`src/rtl/mux_cdc_pkg.sv`:
```
`timescale 1ns/1ps
`default_nettype none
// ============================================================================
// Module   : mux_cdc_pkg
// Purpose  : Types and constants shared by the mux CDC source and receiver.
// Revision : 1.0 - initial release
// ============================================================================
package mux_cdc_pkg;

    localparam int DEFAULT_DW  = 4;
    localparam int SYNC_STAGES = 2;

    typedef enum logic [1:0] {
        IDLE = 2'd0,
        HIGH = 2'd1,
        LOW  = 2'd2
    } state_e;

endpackage
`default_nettype wire

```
`src/rtl/sync_2ff.sv`:
```
`timescale 1ns/1ps
`default_nettype none
// ============================================================================
// Module   : sync_2ff
// Purpose  : Multi-flop level synchroniser (default two stages), sync reset.
// Revision : 1.0 - initial release
// ============================================================================
module sync_2ff
    import mux_cdc_pkg::*;
#(
    parameter int STAGES = SYNC_STAGES
) (
    input  logic clk,
    input  logic rstn,
    input  logic d_i,
    output logic q_o
);

    logic [STAGES-1:0] sync_q;

    always_ff @(posedge clk) begin
        if (!rstn) begin
            sync_q <= '0;
        end else begin
            sync_q <= {sync_q[STAGES-2:0], d_i};
        end
    end

    assign q_o = sync_q[STAGES-1];

endmodule
`default_nettype wire

```
`src/rtl/mux_src_pacer.sv`:
```
`timescale 1ns/1ps
`default_nettype none
// ============================================================================
// Module   : mux_src_pacer
// Purpose  : Latches stream words and paces a data_en window for the CDC
//            receiver. Define MUX_SRC_PACER_ACK_EN for the ack_in handshake.
// Revision : 1.0 - initial release
// ============================================================================
module mux_src_pacer
    import mux_cdc_pkg::*;
#(
    parameter int DW       = DEFAULT_DW,
    parameter int HIGH_CYC = 3,
    parameter int GAP_CYC  = 3
) (
    input  logic          clk,
    input  logic          rstn,
    input  logic [DW-1:0] in_data,
    input  logic          in_valid,
    output logic          in_ready,
    output logic [DW-1:0] data_out,
    output logic          data_en,
    output logic          busy
`ifdef MUX_SRC_PACER_ACK_EN
    ,
    input  logic          ack_in
`endif
);

    localparam int CW = $clog2((HIGH_CYC > GAP_CYC) ? HIGH_CYC : GAP_CYC) + 1;
    localparam logic [CW-1:0] C_HIGH_LOAD = CW'(HIGH_CYC - 1);
    localparam logic [CW-1:0] C_GAP_LOAD  = CW'(GAP_CYC - 1);

    state_e          state_q, state_d;
    logic [CW-1:0]   cnt_q,   cnt_d;
    logic [DW-1:0]   data_q,  data_d;
    logic            en_q,    en_d;
    logic            w_high_ok;
    logic            w_low_ok;
    logic            w_cnt_zero;

`ifdef MUX_SRC_PACER_ACK_EN
    logic w_ack_sync;

    sync_2ff #(
        .STAGES (SYNC_STAGES)
    ) u_ack_sync (
        .clk  (clk),
        .rstn (rstn),
        .d_i  (ack_in),
        .q_o  (w_ack_sync)
    );

    // Four-phase: leave HIGH once the receiver acks, leave LOW once it releases.
    assign w_high_ok = w_ack_sync;
    assign w_low_ok  = ~w_ack_sync;
`else
    assign w_high_ok = 1'b1;
    assign w_low_ok  = 1'b1;
`endif

    assign w_cnt_zero = (cnt_q == '0);

    always_ff @(posedge clk) begin
        if (!rstn) begin
            state_q <= IDLE;
            cnt_q   <= '0;
            data_q  <= '0;
            en_q    <= 1'b0;
        end else begin
            state_q <= state_d;
            cnt_q   <= cnt_d;
            data_q  <= data_d;
            en_q    <= en_d;
        end
    end

    always_comb begin
        state_d = state_q;
        cnt_d   = cnt_q;
        data_d  = data_q;
        en_d    = en_q;
        case (state_q)
            IDLE: begin
                if (in_valid) begin
                    data_d  = in_data;
                    en_d    = 1'b1;
                    cnt_d   = C_HIGH_LOAD;
                    state_d = HIGH;
                end
            end
            HIGH: begin
                // Counter parks at zero while waiting on the ack condition.
                if (w_cnt_zero && w_high_ok) begin
                    en_d    = 1'b0;
                    cnt_d   = C_GAP_LOAD;
                    state_d = LOW;
                end else if (!w_cnt_zero) begin
                    cnt_d = cnt_q - CW'(1);
                end
            end
            LOW: begin
                if (w_cnt_zero && w_low_ok) begin
                    state_d = IDLE;
                end else if (!w_cnt_zero) begin
                    cnt_d = cnt_q - CW'(1);
                end
            end
            default: begin
                en_d    = 1'b0;
                cnt_d   = '0;
                state_d = IDLE;
            end
        endcase
    end

    assign in_ready = (state_q == IDLE);
    assign busy     = (state_q != IDLE);
    assign data_out = data_q;
    assign data_en  = en_q;

endmodule
`default_nettype wire

```
`config.mk`:
```
export PLATFORM = sky130hd
export DESIGN_NAME = mux_src_pacer
export DESIGN_NICKNAME = d
export VERILOG_FILES = /design/src/rtl/mux_cdc_pkg.sv /design/src/rtl/sync_2ff.sv /design/src/rtl/mux_src_pacer.sv
export SDC_FILE = /design/constraint.sdc
export NUM_CORES = 1
export LEC_CHECK = 0
export CAP_MARGIN = 20
export CELL_PAD_IN_SITES_DETAIL_PLACEMENT = 1
export CELL_PAD_IN_SITES_GLOBAL_PLACEMENT = 1
export CORE_UTILIZATION = 36
export CTS_BUF_LIST = sky130_fd_sc_hd__clkbuf_8
export DETAILED_ROUTE_END_ITERATION = 8
export HOLD_SLACK_MARGIN = 0.15
export PLACE_DENSITY_LB_ADDON = 0.1
export SETUP_SLACK_MARGIN = 0.5
export SYNTH_ARGS = -nofsm -noshare
export SYNTH_HDL_FRONTEND = slang
export SYNTH_SLANG_ARGS = --single-unit
export TNS_END_PERCENT = 100
```
`constraint.sdc`:
```
create_clock -name clk -period 1.6 [get_ports clk]
set_input_delay 0.24 -clock clk [delete_from_list [all_inputs] [get_ports clk]]
set_output_delay 0.24 -clock clk [all_outputs]
set_load 0.01 [all_outputs]
```
After elaboration in Yosys (flattened, before gate mapping)
Index checks and enable logic that the tools add are counted.
- register bits after elaboration: 10
- latch bits: 0
- RAM bits: 0
- ROM bits: 0
- input port bits: 7
- output and inout port bits: 7
- logic and storage cells: 30
- memories: 0
- add/sub/neg operators: 1
- $mul: 0
- div/mod/pow operators: 0
- $lt $le $gt $ge: 0
- equality and inequality tests: 6
- shift operators: 0
- mux-type cells: 11
- bitwise logic cells: 1
- reduce and logical (&&, ||, !) cells: 7
- operators by type and width (kind ; count):
    3-bit two-way mux ; 3
    3-bit case mux with 3 select lines ; 1
    2-bit != test (second input constant) ; 4
    2-bit two-way mux ; 3
    2-bit case mux with 3 select lines ; 1
    3-bit AND reduction ; 2
    2-bit AND reduction ; 2
    3-bit logical NOT ; 1
    1-bit case mux with 3 select lines ; 1
    3-bit by 1-bit subtractor with 3-bit output (second input constant) ; 1
    2-bit by 1-bit equality test with 1-bit output (second input constant) ; 1
    2-bit equality test (second input constant) ; 1
    2-bit logical NOT ; 1
    1-bit two-way mux ; 2
    2-bit nonzero test ; 1
    1-bit NOT ; 1

Depth between registers and ports, before layout
- depth in word-level cells: 3
- depth in mapped cells: 5

Least setup slack after synthesis
Ideal clock, no wire load.
- path kind: register to register
- start: register cnt_q[0]
- end: register cnt_q[1]
- library setup time: 0.095 ns
- arrival time: 1.301 ns
- required time: 1.505 ns
- slack: 0.203 ns
- cell stages (with the launch flop): 6
- path buffers: 0
- period minus slack after synthesis: 1.397 ns
- cells stage by stage: dfxtp_1 > inv_1 > ha_1 > nand2b_4 > mux2_2 > a221oi_1
- cells in the longest elaborated chain, start to end: 3
- ends and longest elaborated chain (element ; RTL line ; RTL):
    from (decl) ; mux_src_pacer.sv:35 ; logic [CW-1:0] cnt_q, cnt_d;
    from (signal assigned) ; mux_src_pacer.sv:72 ; cnt_q <= cnt_d;
    3-bit by 1-bit subtractor with 3-bit output or 3-bit logical NOT (tied branches) ; mux_src_pacer.sv:99, mux_src_pacer.sv:106, mux_src_pacer.sv:62 ;
    3-bit two-way mux (tied with other cells) ; mux_src_pacer.sv:103 ; if (w_cnt_zero && w_low_ok) begin
    3-bit case mux with 3 select lines or 2-bit AND reduction (tied branches) ; -- ;
Several ways; a longest one is shown, not always the timed one. The select of a mux whose other input is x is not followed.
A chain may end at the register's enable or synchronous reset.

Worst setup path in the final report
Ends and elaborated chain as after synthesis.

==> results.md <==
* Syn Inst Count at 54
* Core Area at 0.001334 sq mm
* Max Fclk at roughly 780 MHz
* Internal power component at approximately 0.68 mW
* Slew @ Worst Pin at 0.3248 ns
* Register area at about 210 sq um
* Seq/Total Area, Yosys at 0.3774
* Antenna cells at 0
* Synth top area share at 0.3774
* Gpl congestion at around 0.72
* Clk slew on worst S/H paths at 0.05 ns
* Final slew viol count at 0
* WL final at about 1.8 mm
* Net count after synthesis at 63
* XOR/XNOR share of the synthesized area at 0.01651
* Fin cells at 94
* Num CTS Buffers at 3
* Largest family of logic cells by synthesized area: simple AND/OR/NAND/NOR gates
* Vias per Instance at about 5.5
* Worst Setup Path Type: flop to flop
* Slew headroom at 0.7816
* Maxcap violations at 0
* Post-place instance area at roughly 740 sq um
* FF+latch count, synth at 10
* Startpoint Class: flop
* Final nets at 90
* Pin count of the biggest net entering global routing at 14
* Pre-CTS setup slack at ~0.085 ns
* First-pass GRT wire length at about 2.3 mm
* CP max stage delay at about 0.35 ns
* Post-synthesis compound-gate area fraction at 0.1698
* CTS sink cnt at 10
* Fraction of layout cells with a size suffix above 1 at 0.4937
* Row count at 13
* Worst r2r path cells at 5
* Cell Chain, Critical Path: inv_4, ha_4, nand2b_4, mux2_4, a221oi_2
* Area contributors post-synth: dfxtp_1 (38%), mux2i_1 (7.5%), a2111oi_2 (5.7%)
* Hold EP: data_en$_SDFFE_PN0P_
* CP Capture Type: flop
* Power Density at 1092 mW/mm^2
* CTS H-tree depth at 1
* Post-Synth Adder-Cell Area at 0.06604
* Asr flop ratio synth at 0
* Unrepaired setup endpoints after global routing: yes
* Area leader, netlist: dfxtp_1
* DRT iter0 DRCs at 2
* Area of the mapped netlist at 530.5 sq um
* Min cycle time layout at approximately 1.3 ns
* Syn avg cell area at between 9 and 10 sq um
* Setup tns final at 0 ns
* Reg-to-reg startpoint: cnt_q[0]$_SDFFE_PN0P_
* Ys Warns at 0
* Switching Share at 0.3217
* Clock Path Buffers at 2
* Crit share post-route at 0.8061
* Setup Viol. Count Final at 0
* Crit-path slowest cell: dfxtp_2
* Worst Hold Launch: data_en$_SDFFE_PN0P_
* Min Hold Slack at roughly 0.47 ns
* Combinational share of power at 0.436
* Antenna violations before repair at 0
* Die Wd at slightly above 40 um
* Switching pwr at 0.3232 mW
* Fin area at approximately 920 sq um
* Global Route Usage Sum at 0.2241
* Layout Skew at around 0.0063 ns
* Initial Util at 0.3977
* Via count at roughly 520
* Sequential share of power at 0.306
* HPWL Detailed at approximately 1.0 mm
* Mux contribution to synthesized area at 0.09670
* LEAKAGE at 0.3793 nW
* Critical Path Fanout Max at 3
* CP arrival at between 1 and 1.5 ns
* R2R Path End: cnt_q[1]$_SDFFE_PN0P_
* Top_reg_cell synth: dfxtp_1
* Cells after DPL at between 80 and 90
* Maximum vdd drop at 674.8 uV
* Area of the multi-input gates at between 300 and 400 sq um
* Filler cells at approximately 150
* Hold-fix buffers, CTS at 0
* Top-Level Pins at 14
* Number of synthesized flops with an enable pin at 0
* Reg2Reg Setup Slack at ~0.31 ns
* Top delay family on crit path: flip-flops
* Data required time at the worst endpoint at 1.74 ns
* Clk_lat worst skew at approximately 0.24 ns
* Min-Delay Path Class: flop to flop
* PnR worst setup slack at roughly 0.31 ns
* Area Growth Syn to Fin at 73.35%
* Antenna Violating Nets Remaining at 0
* Die height at 40.39 um
* Vias in the first global route at roughly 510
* Clock power share at 0.258
* Hold path depth at 2
* CTS tree: yes
* Grt ovf at 0
* First-pass DRT Iterations at 2
* Routed WL per cell at about 19 um
* CP bufs+invs at 1
* Post-Synth Simple-Gate Area at 0.2193
* DRC viols at 0
* # port buffers at 13
* Library cells used by synthesis at 25
* CTS root buffer: clkbuf_8
* Fin. Hold Viols at 0
* DIE AREA at around 0.0016 sq mm
* Status: finished, final reports clean
state kept, by name (all words and copies together), names as in the netlist:
signal and flops:
cnt_q 3, data_en 1, data_out 4, state_q 2
how the worst max path moves through the flow:
stage	start	to	slack [ns]	depth (start not counted)
finish	cnt_q[0]$_SDFFE_PN0P_	cnt_q[1]$_SDFFE_PN0P_	0.31	5
global route	cnt_q[1]$_SDFFE_PN0P_	cnt_q[1]$_SDFFE_PN0P_	0.27	5
CTS	state_q[0]$_SDFFE_PN0P_	in_ready	0.28	3
detailed placement	in_valid	data_out[2]$_SDFFE_PN0P_	0.08	4
global placement	in_valid	data_out[3]$_SDFFE_PN0P_	0.12	4
floorplan	cnt_q[0]$_SDFFE_PN0P_	cnt_q[1]$_SDFFE_PN0P_	0.38	5
power groups by stage:
stage	clock, mW	sequential, mW	combinational, mW
CTS	0.263	0.301	0.389
global route	0.272	0.310	0.459
floorplan	0	0.311	0.200
finish	0.259	0.308	0.438
global placement	0	0.300	0.315
detailed placement	0	0.302	0.324
synth_stat cells, drive strengths merged (2+ instances only):
cell / instances
nand2: 2
a2111oi: 2
nand4b: 2
inv: 5
mux2i: 4
nand3b: 2
a31oi: 3
ha: 2
nor2: 6
buf: 2
dfxtp: 10
metal layers:
metal | share of wire | vias to the layer above | GRT usage
li1 | - | 246 | -
met1 | 0.41 | 260 | 0.2475
met2 | 0.56 | 7 | 0.4127
met3 | 0.027 | 2 | 0.06667
met4 | 0.0094 | 0 | 0.05000
met5 | 0 | - | 0
worst reg2reg max path: stages (launching register included):
cell and delay, ns:
dfxtp_2 0.35, inv_4 0.06, ha_4 0.17, nand2b_4 0.08
mux2_4 0.30, a221oi_2 0.24
layout by cell type (no fill, tap or decap), types with 3 or more instances in the layout:
cell             netlist  routed
clkbuf_8               0       3
clkdlybuf4s15_1        0       3
dfxtp_1               10       5
buf_6                  0       6
dfxtp_2                0       5
clkdlybuf4s50_1        0       5
mux2i_1                4       4
buf_4                  0       6
nor2_1                 6       6
per-stage QoR:
step	power [mW]	util
2_1_floorplan	0.5108	-
3_3_place_gp	0.6151	0.5544
3_5_place_dp	0.6256	0.5544
4_1_cts	0.9531	0.6567
5_1_grt	1.041	0.6895
6_report	1.004	0.6895
kinds of logic (layout without fill, tap and decap cells):
family,Yosys count,in the layout
buffers and inverters,7,32
AOI/OAI and AO/OA,11,11
and+or+nand+nor,17,17
xor gates and xnor gates,1,1
DFF,10,10
adders and majority gates,3,3
muxes,5,5
timing repair:
action                                  4_1_cts  5_1_grt
resized for setup                            29       14
hold endpoints to repair                      0        0
buffers inserted                              4        3
endpoints found under the setup margin       17       16
pin swaps                                     4        3
cell type report:
cell class                      instances  share of cell area
Clock buffer                            3             0.04490
Inverter                                5             0.02585
Multi-Input combinational cell         37              0.4286
Sequential cell                        10              0.2245
Tap cell                               15             0.02041
Timing Repair Buffer                   24              0.2558
No activity file was read; power rests on OpenSTA's default activity.
